==> src/rtl/multicycle_controller.sv <==
// Main control FSM of the multi-cycle RV32I core: sequences the shared memory, ALU and
// register file per instruction, with memory-ready stalls, timeout/illegal traps and retire count.
module multicycle_controller #(
    parameter int unsigned MEM_TIMEOUT = 255,
    parameter int unsigned CNT_W       = 32
) (
    input  logic             clk,
    input  logic             rst_n,
    input  logic [6:0]       op,
    input  logic [2:0]       funct3,
    input  logic             zero,
    input  logic             lt,
    input  logic             mem_ready,
    output logic             mem_req,
    output logic             mem_write,
    output logic             adr_src,
    output logic             ir_write,
    output logic             pc_write,
    output logic             reg_write,
    output logic [1:0]       result_src,
    output logic [1:0]       alu_src_a,
    output logic [1:0]       alu_src_b,
    output logic [1:0]       alu_op,
    output logic [2:0]       imm_src,
    output logic [1:0]       err,
    output logic [CNT_W-1:0] instr_retired,
    output logic [3:0]       state_o
);

    typedef enum logic [3:0] {
        StFetch    = 4'd0,
        StDecode   = 4'd1,
        StMemAdr   = 4'd2,
        StMemRead  = 4'd3,
        StMemWb    = 4'd4,
        StMemWrite = 4'd5,
        StExecR    = 4'd6,
        StExecI    = 4'd7,
        StAluWb    = 4'd8,
        StBranch   = 4'd9,
        StJal      = 4'd10,
        StLui      = 4'd11,
        StError    = 4'd12
    } state_e;

    localparam logic [6:0] OpR    = 7'b0110011;
    localparam logic [6:0] OpI    = 7'b0010011;
    localparam logic [6:0] OpLoad = 7'b0000011;
    localparam logic [6:0] OpS    = 7'b0100011;
    localparam logic [6:0] OpB    = 7'b1100011;
    localparam logic [6:0] OpJ    = 7'b1101111;
    localparam logic [6:0] OpU    = 7'b0110111;

    localparam int unsigned WaitW = (MEM_TIMEOUT < 2) ? 1 : $clog2(MEM_TIMEOUT + 1);

    state_e             state_q, state_d;
    logic [1:0]         err_q, err_d;
    logic [WaitW-1:0]   wait_q, wait_d;
    logic [CNT_W-1:0]   cnt_q;
    logic               in_wait, timeout_hit, retire;
    logic               br_valid, br_taken;
    logic               mem_req_c, mem_write_c, ir_write_c, pc_write_c, reg_write_c;

    always_comb begin
        unique case (op)
            OpS:     imm_src = 3'b001;
            OpB:     imm_src = 3'b010;
            OpU:     imm_src = 3'b011;
            OpJ:     imm_src = 3'b100;
            default: imm_src = 3'b000;
        endcase
    end

    always_comb begin
        br_valid = 1'b1;
        br_taken = 1'b0;
        unique case (funct3)
            3'b000:  br_taken = zero;
            3'b001:  br_taken = !zero;
            3'b100:  br_taken = lt;
            3'b101:  br_taken = !lt;
            default: br_valid = 1'b0;
        endcase
    end

    // The cycle that would make the wait count reach the limit traps, unless ready arrives.
    assign in_wait     = state_q inside {StFetch, StMemRead, StMemWrite};
    assign timeout_hit = (MEM_TIMEOUT != 0) && !mem_ready &&
                         (32'(wait_q) + 32'd1 >= MEM_TIMEOUT);

    always_comb begin
        state_d     = state_q;
        err_d       = err_q;
        mem_req_c   = 1'b0;
        mem_write_c = 1'b0;
        ir_write_c  = 1'b0;
        pc_write_c  = 1'b0;
        reg_write_c = 1'b0;
        adr_src     = 1'b0;
        result_src  = 2'b00;
        alu_src_a   = 2'b00;
        alu_src_b   = 2'b00;
        alu_op      = 2'b00;
        unique case (state_q)
            StFetch: begin
                mem_req_c = 1'b1;
                if (mem_ready) begin
                    ir_write_c = 1'b1;
                    pc_write_c = 1'b1;
                    alu_src_b  = 2'b10;
                    result_src = 2'b10;
                    state_d    = StDecode;
                end else if (timeout_hit) begin
                    state_d = StError;
                    err_d   = 2'b10;
                end
            end
            StDecode: begin
                alu_src_a = 2'b01;
                alu_src_b = 2'b01;
                unique case (op)
                    OpLoad, OpS: state_d = StMemAdr;
                    OpR:         state_d = StExecR;
                    OpI:         state_d = StExecI;
                    OpB:         state_d = StBranch;
                    OpJ:         state_d = StJal;
                    OpU:         state_d = StLui;
                    default: begin
                        state_d = StError;
                        err_d   = 2'b01;
                    end
                endcase
            end
            StMemAdr: begin
                alu_src_a = 2'b10;
                alu_src_b = 2'b01;
                if (op == OpLoad) begin
                    state_d = StMemRead;
                end else if (op == OpS) begin
                    state_d = StMemWrite;
                end else begin
                    state_d = StError;
                    err_d   = 2'b01;
                end
            end
            StMemRead: begin
                mem_req_c = 1'b1;
                adr_src   = 1'b1;
                if (mem_ready) begin
                    state_d = StMemWb;
                end else if (timeout_hit) begin
                    state_d = StError;
                    err_d   = 2'b10;
                end
            end
            StMemWb: begin
                result_src  = 2'b01;
                reg_write_c = 1'b1;
                state_d     = StFetch;
            end
            StMemWrite: begin
                mem_req_c   = 1'b1;
                mem_write_c = 1'b1;
                adr_src     = 1'b1;
                if (mem_ready) begin
                    state_d = StFetch;
                end else if (timeout_hit) begin
                    state_d = StError;
                    err_d   = 2'b10;
                end
            end
            StExecR: begin
                alu_src_a = 2'b10;
                alu_op    = 2'b10;
                state_d   = StAluWb;
            end
            StExecI: begin
                alu_src_a = 2'b10;
                alu_src_b = 2'b01;
                alu_op    = 2'b10;
                state_d   = StAluWb;
            end
            StAluWb: begin
                reg_write_c = 1'b1;
                state_d     = StFetch;
            end
            StBranch: begin
                alu_src_a = 2'b10;
                alu_op    = 2'b01;
                if (br_valid) begin
                    pc_write_c = br_taken;
                    state_d    = StFetch;
                end else begin
                    state_d = StError;
                    err_d   = 2'b01;
                end
            end
            StJal: begin
                alu_src_a  = 2'b01;
                alu_src_b  = 2'b10;
                pc_write_c = 1'b1;
                state_d    = StAluWb;
            end
            StLui: begin
                result_src  = 2'b11;
                reg_write_c = 1'b1;
                state_d     = StFetch;
            end
            default: ;
        endcase
    end

    // Stay-in-place only happens while waiting on memory, so any move clears the count.
    always_comb begin
        wait_d = '0;
        if (in_wait && (state_d == state_q) && (MEM_TIMEOUT != 0)) begin
            wait_d = wait_q + WaitW'(1);
        end
    end

    assign retire = (state_d == StFetch) &&
                    (state_q inside {StMemWb, StMemWrite, StAluWb, StBranch, StLui});

    always_ff @(posedge clk or negedge rst_n) begin
        if (!rst_n) begin
            state_q <= StFetch;
            err_q   <= 2'b00;
            wait_q  <= '0;
            cnt_q   <= '0;
        end else begin
            state_q <= state_d;
            err_q   <= err_d;
            wait_q  <= wait_d;
            if (retire) begin
                cnt_q <= cnt_q + CNT_W'(1);
            end
        end
    end

    // Strobes are gated by reset so an access in flight is dropped without side effects.
    assign mem_req       = mem_req_c & rst_n;
    assign mem_write     = mem_write_c & rst_n;
    assign ir_write      = ir_write_c & rst_n;
    assign pc_write      = pc_write_c & rst_n;
    assign reg_write     = reg_write_c & rst_n;
    assign err           = err_q;
    assign instr_retired = cnt_q;
    assign state_o       = state_q;

endmodule

==> config.mk <==
export PLATFORM = sky130hd
export DESIGN_NAME = multicycle_controller
export DESIGN_NICKNAME = d
export VERILOG_FILES = /design/src/rtl/multicycle_controller.sv
export SDC_FILE = /design/constraint.sdc
export NUM_CORES = 1
export LEC_CHECK = 0
export ABC_AREA = 0
export ABC_CLOCK_PERIOD_IN_PS = 3300
export CAP_MARGIN = 20
export CORE_ASPECT_RATIO = 0.75
export CORE_MARGIN = 1
export CORE_UTILIZATION = 30
export CTS_BUF_LIST = sky130_fd_sc_hd__clkbuf_4 sky130_fd_sc_hd__clkbuf_8
export CTS_CLUSTER_SIZE = 28
export DETAILED_ROUTE_END_ITERATION = 16
export DONT_BUFFER_PORTS = 1
export GPL_TIMING_DRIVEN = 0
export HOLD_SLACK_MARGIN = 0.03
export PLACE_DENSITY = 0.5
export SYNTH_ARGS = -nofsm -noshare
export SYNTH_HDL_FRONTEND = slang
export SYNTH_SLANG_ARGS = --single-unit
==> constraint.sdc <==
create_clock -name clk -period 3.3 [get_ports clk]
set_input_delay 0 -clock clk [delete_from_list [all_inputs] [get_ports clk]]
set_output_delay 0 -clock clk [all_outputs]
set_load 0.03 [all_outputs]
==> flow_summary.ini <==
[status]
status = finished clean

[timing]
fmax_mhz = 332
hold-worst-slack_ps = 190
setup_violations = 0
rsz0062_at_grt = false
hold_violations = 0
clock_skew_ps = 18.3
slew_violations = 0
worst_pin_slew_ps = 1010
finalCritPeriodShare_pct = 91.2
finalCriticalPeriod_ps = 3010
slew_headroom_pct = 31.9

[power_and_ir_drop]
power_density_nw_per_um2 = 592
p_total_mw = 2.07
ir_worst_vdd_uv = 220
p_leak_nw = 1.48

[setup_path]
r2r_cells = 10
crit_type = register to output pin
arrival_ps = 3010
crit_path_start_kind = register
worstSetupEndpointType = output pin
r2r_end = instr_retired[1]$_DFFE_PN0P_
worst-path-max-fanout = 10
r2r_setup_slack_ps = 520
cp.required_ps = 3300
rr_startpoint = wait_q[0]$_DFF_PN0_

[clock_network]
h-tree-depth = 2
cts_max_path_buffers = 2
post_cts_buffers = 0
clk_pin_slew_ps = 100
clock_latency_ps = 310
cts_tree = built
clock_sinks = 46
root_buffer = clkbuf_8
numCtsBuffers = 5

[logic_synthesis]
ys_seq_area_share_pct = 36.4
async_reset_ff_share_pct = 100
synth_cells = 345
ys.warnings.count = 0
synth_cell_types = 62
syn_avg_cell_area_um2 = 9.16
synth-seq-cells = 46
synth-main-ff-cell = dfrtp_1
synth_edf_count = 0
synth_nets = 363
synth_area_um2 = 3160

[route]
drt_wl_total_mm = 8.63
vias = 2682
wl_per_cell_um = 17.5
ant_nets = 0
drt_iter0_drc = 124
firstDrtPassIters = 7
drc = 0
vias_per_cell = 5.43

[die]
start_util_pct = 30.8
rows = 32
coreArea_um2 = 10200
dieHeight_um = 90.9
ios = 70
die_w_um = 121
die_area_um2 = 11000

[job]
maxCapViolations = 0

[grt]
track_usage_pct = 16.3
grt_pass1_vias = 2621
antenna_found_initial = 0
grt_max_degree = 47
grt_remaining_overflow = 0
grt_pass1_wl_mm = 14.2

[cells_and_area]
nFillCells = 1085
layout_common_cells = dfrtp_1, nor2_1, xor2_1
nNetsFinal = 375
n_antenna_cell = 0
final_common_cell = dfrtp_1
drive_gt1_share_pct = 12.3
area_growth_pct = 10.6

[hold_path]
hold_path.class = input pin to async pin

[placement]
port-buffer-count = 0
gp_congestion = 0.775
hpwl_mm = 6.21
## worst max path at each step
stage / depth (start not counted) / end / from / slack [ps]
after floorplan: 6 / pc_write / state_o[3]$_DFF_PN0_ / 60
after global placement: 6 / pc_write / state_o[3]$_DFF_PN0_ / -380
after detailed placement: 7 / pc_write / state_o[3]$_DFF_PN0_ / 220
after CTS: 7 / pc_write / state_o[3]$_DFF_PN0_ / 190
after global routing: 7 / pc_write / state_o[3]$_DFF_PN0_ / 70
final: 7 / pc_write / state_o[3]$_DFF_PN0_ / 290
## synth_stat cells, drive strengths merged, types with 11 or more instances
master	number	area, um^2
a21oi	12	60.1
and3	11	68.8
clkbuf	12	45.0
dfrtp	46	1150
inv	14	52.6
nand2	23	86.3
nand3	19	100
nand4	18	113
nor2	29	109
nor3	12	60.1
nor4	16	199
xnor2	15	131
xor2	25	219
## final cells by class
| cell class | count | area [um^2] | share of cell area (%) |
|---|---|---|---|
| multi-input combinational | 264 | 1860 | 53.2 |
| sequential | 46 | 1150 | 32.9 |
| tap | 136 | 170 | 4.87 |
| buffer | 20 | 105 | 3.01 |
| clock buffer | 6 | 82.6 | 2.36 |
| timing repair buffer | 5 | 57.6 | 1.65 |
| inverter | 15 | 56.3 | 1.61 |
| clock inverter | 2 | 12.5 | 0.358 |
## per-stage QoR
stage	cell area (um^2)	setup TNS [ps]	worst slack (ps)	utilization, %	std cells
detailed placement	3340	0	224	32.6	483
floorplan	3160	0	55.4	-	345
global route	3500	0	74.2	34.1	494
finish	3500	0	291	34.1	494
CTS	3490	0	190	34.0	494
global placement	3330	-377	-377	32.5	481
## report_power, final
part	total (mW)	switching [mW]	internal [mW]
Clock	0.375	0.206	0.169
Sequential	0.815	0.198	0.617
Combinational	0.879	0.607	0.273
## flip-flops by register name (all words and copies together) (netlist names)
signal and flops:
instr_retired 32, state_o 4, err 2, wait_q 8
## timing repair
action | 4_1_cts | 5_1_grt
resized for setup | 1 | 1
pin swaps | 0 | 0
endpoints found under the hold margin | 49 | 0
hold buffers | 3 | 0
setup endpoints to repair | 1 | 1
## cell families after synthesis
group / share of synthesized area [%]
muxes: 1.46
AOI/OAI and AO/OA: 11.6
adders and majority gates: 1.19
DFF: 36.4
and+or+nand+nor: 33.1
xor gates and xnor gates: 11.1
buffers and inverters: 5.11
## routing by layer
metal  vias up  global-route usage [%]  part of all wire, %
li1       1272                       -                    -
met1      1322                    24.1                   49
met2        84                    23.6                   42
met3         4                    4.48                  7.8
met4         0                    3.09                 0.44
met5         -                       0                    0
## worst max-delay path, cell delays in order (launching register included)
cell	delay (ps)
dfrtp_1	640
clkbuf_1	370
clkbuf_1	410
nand2_1	190
a211oi_4	470
nor2_1	100
nor4b_1	280
buf_2	250
Power figures use the tool's default switching activity.
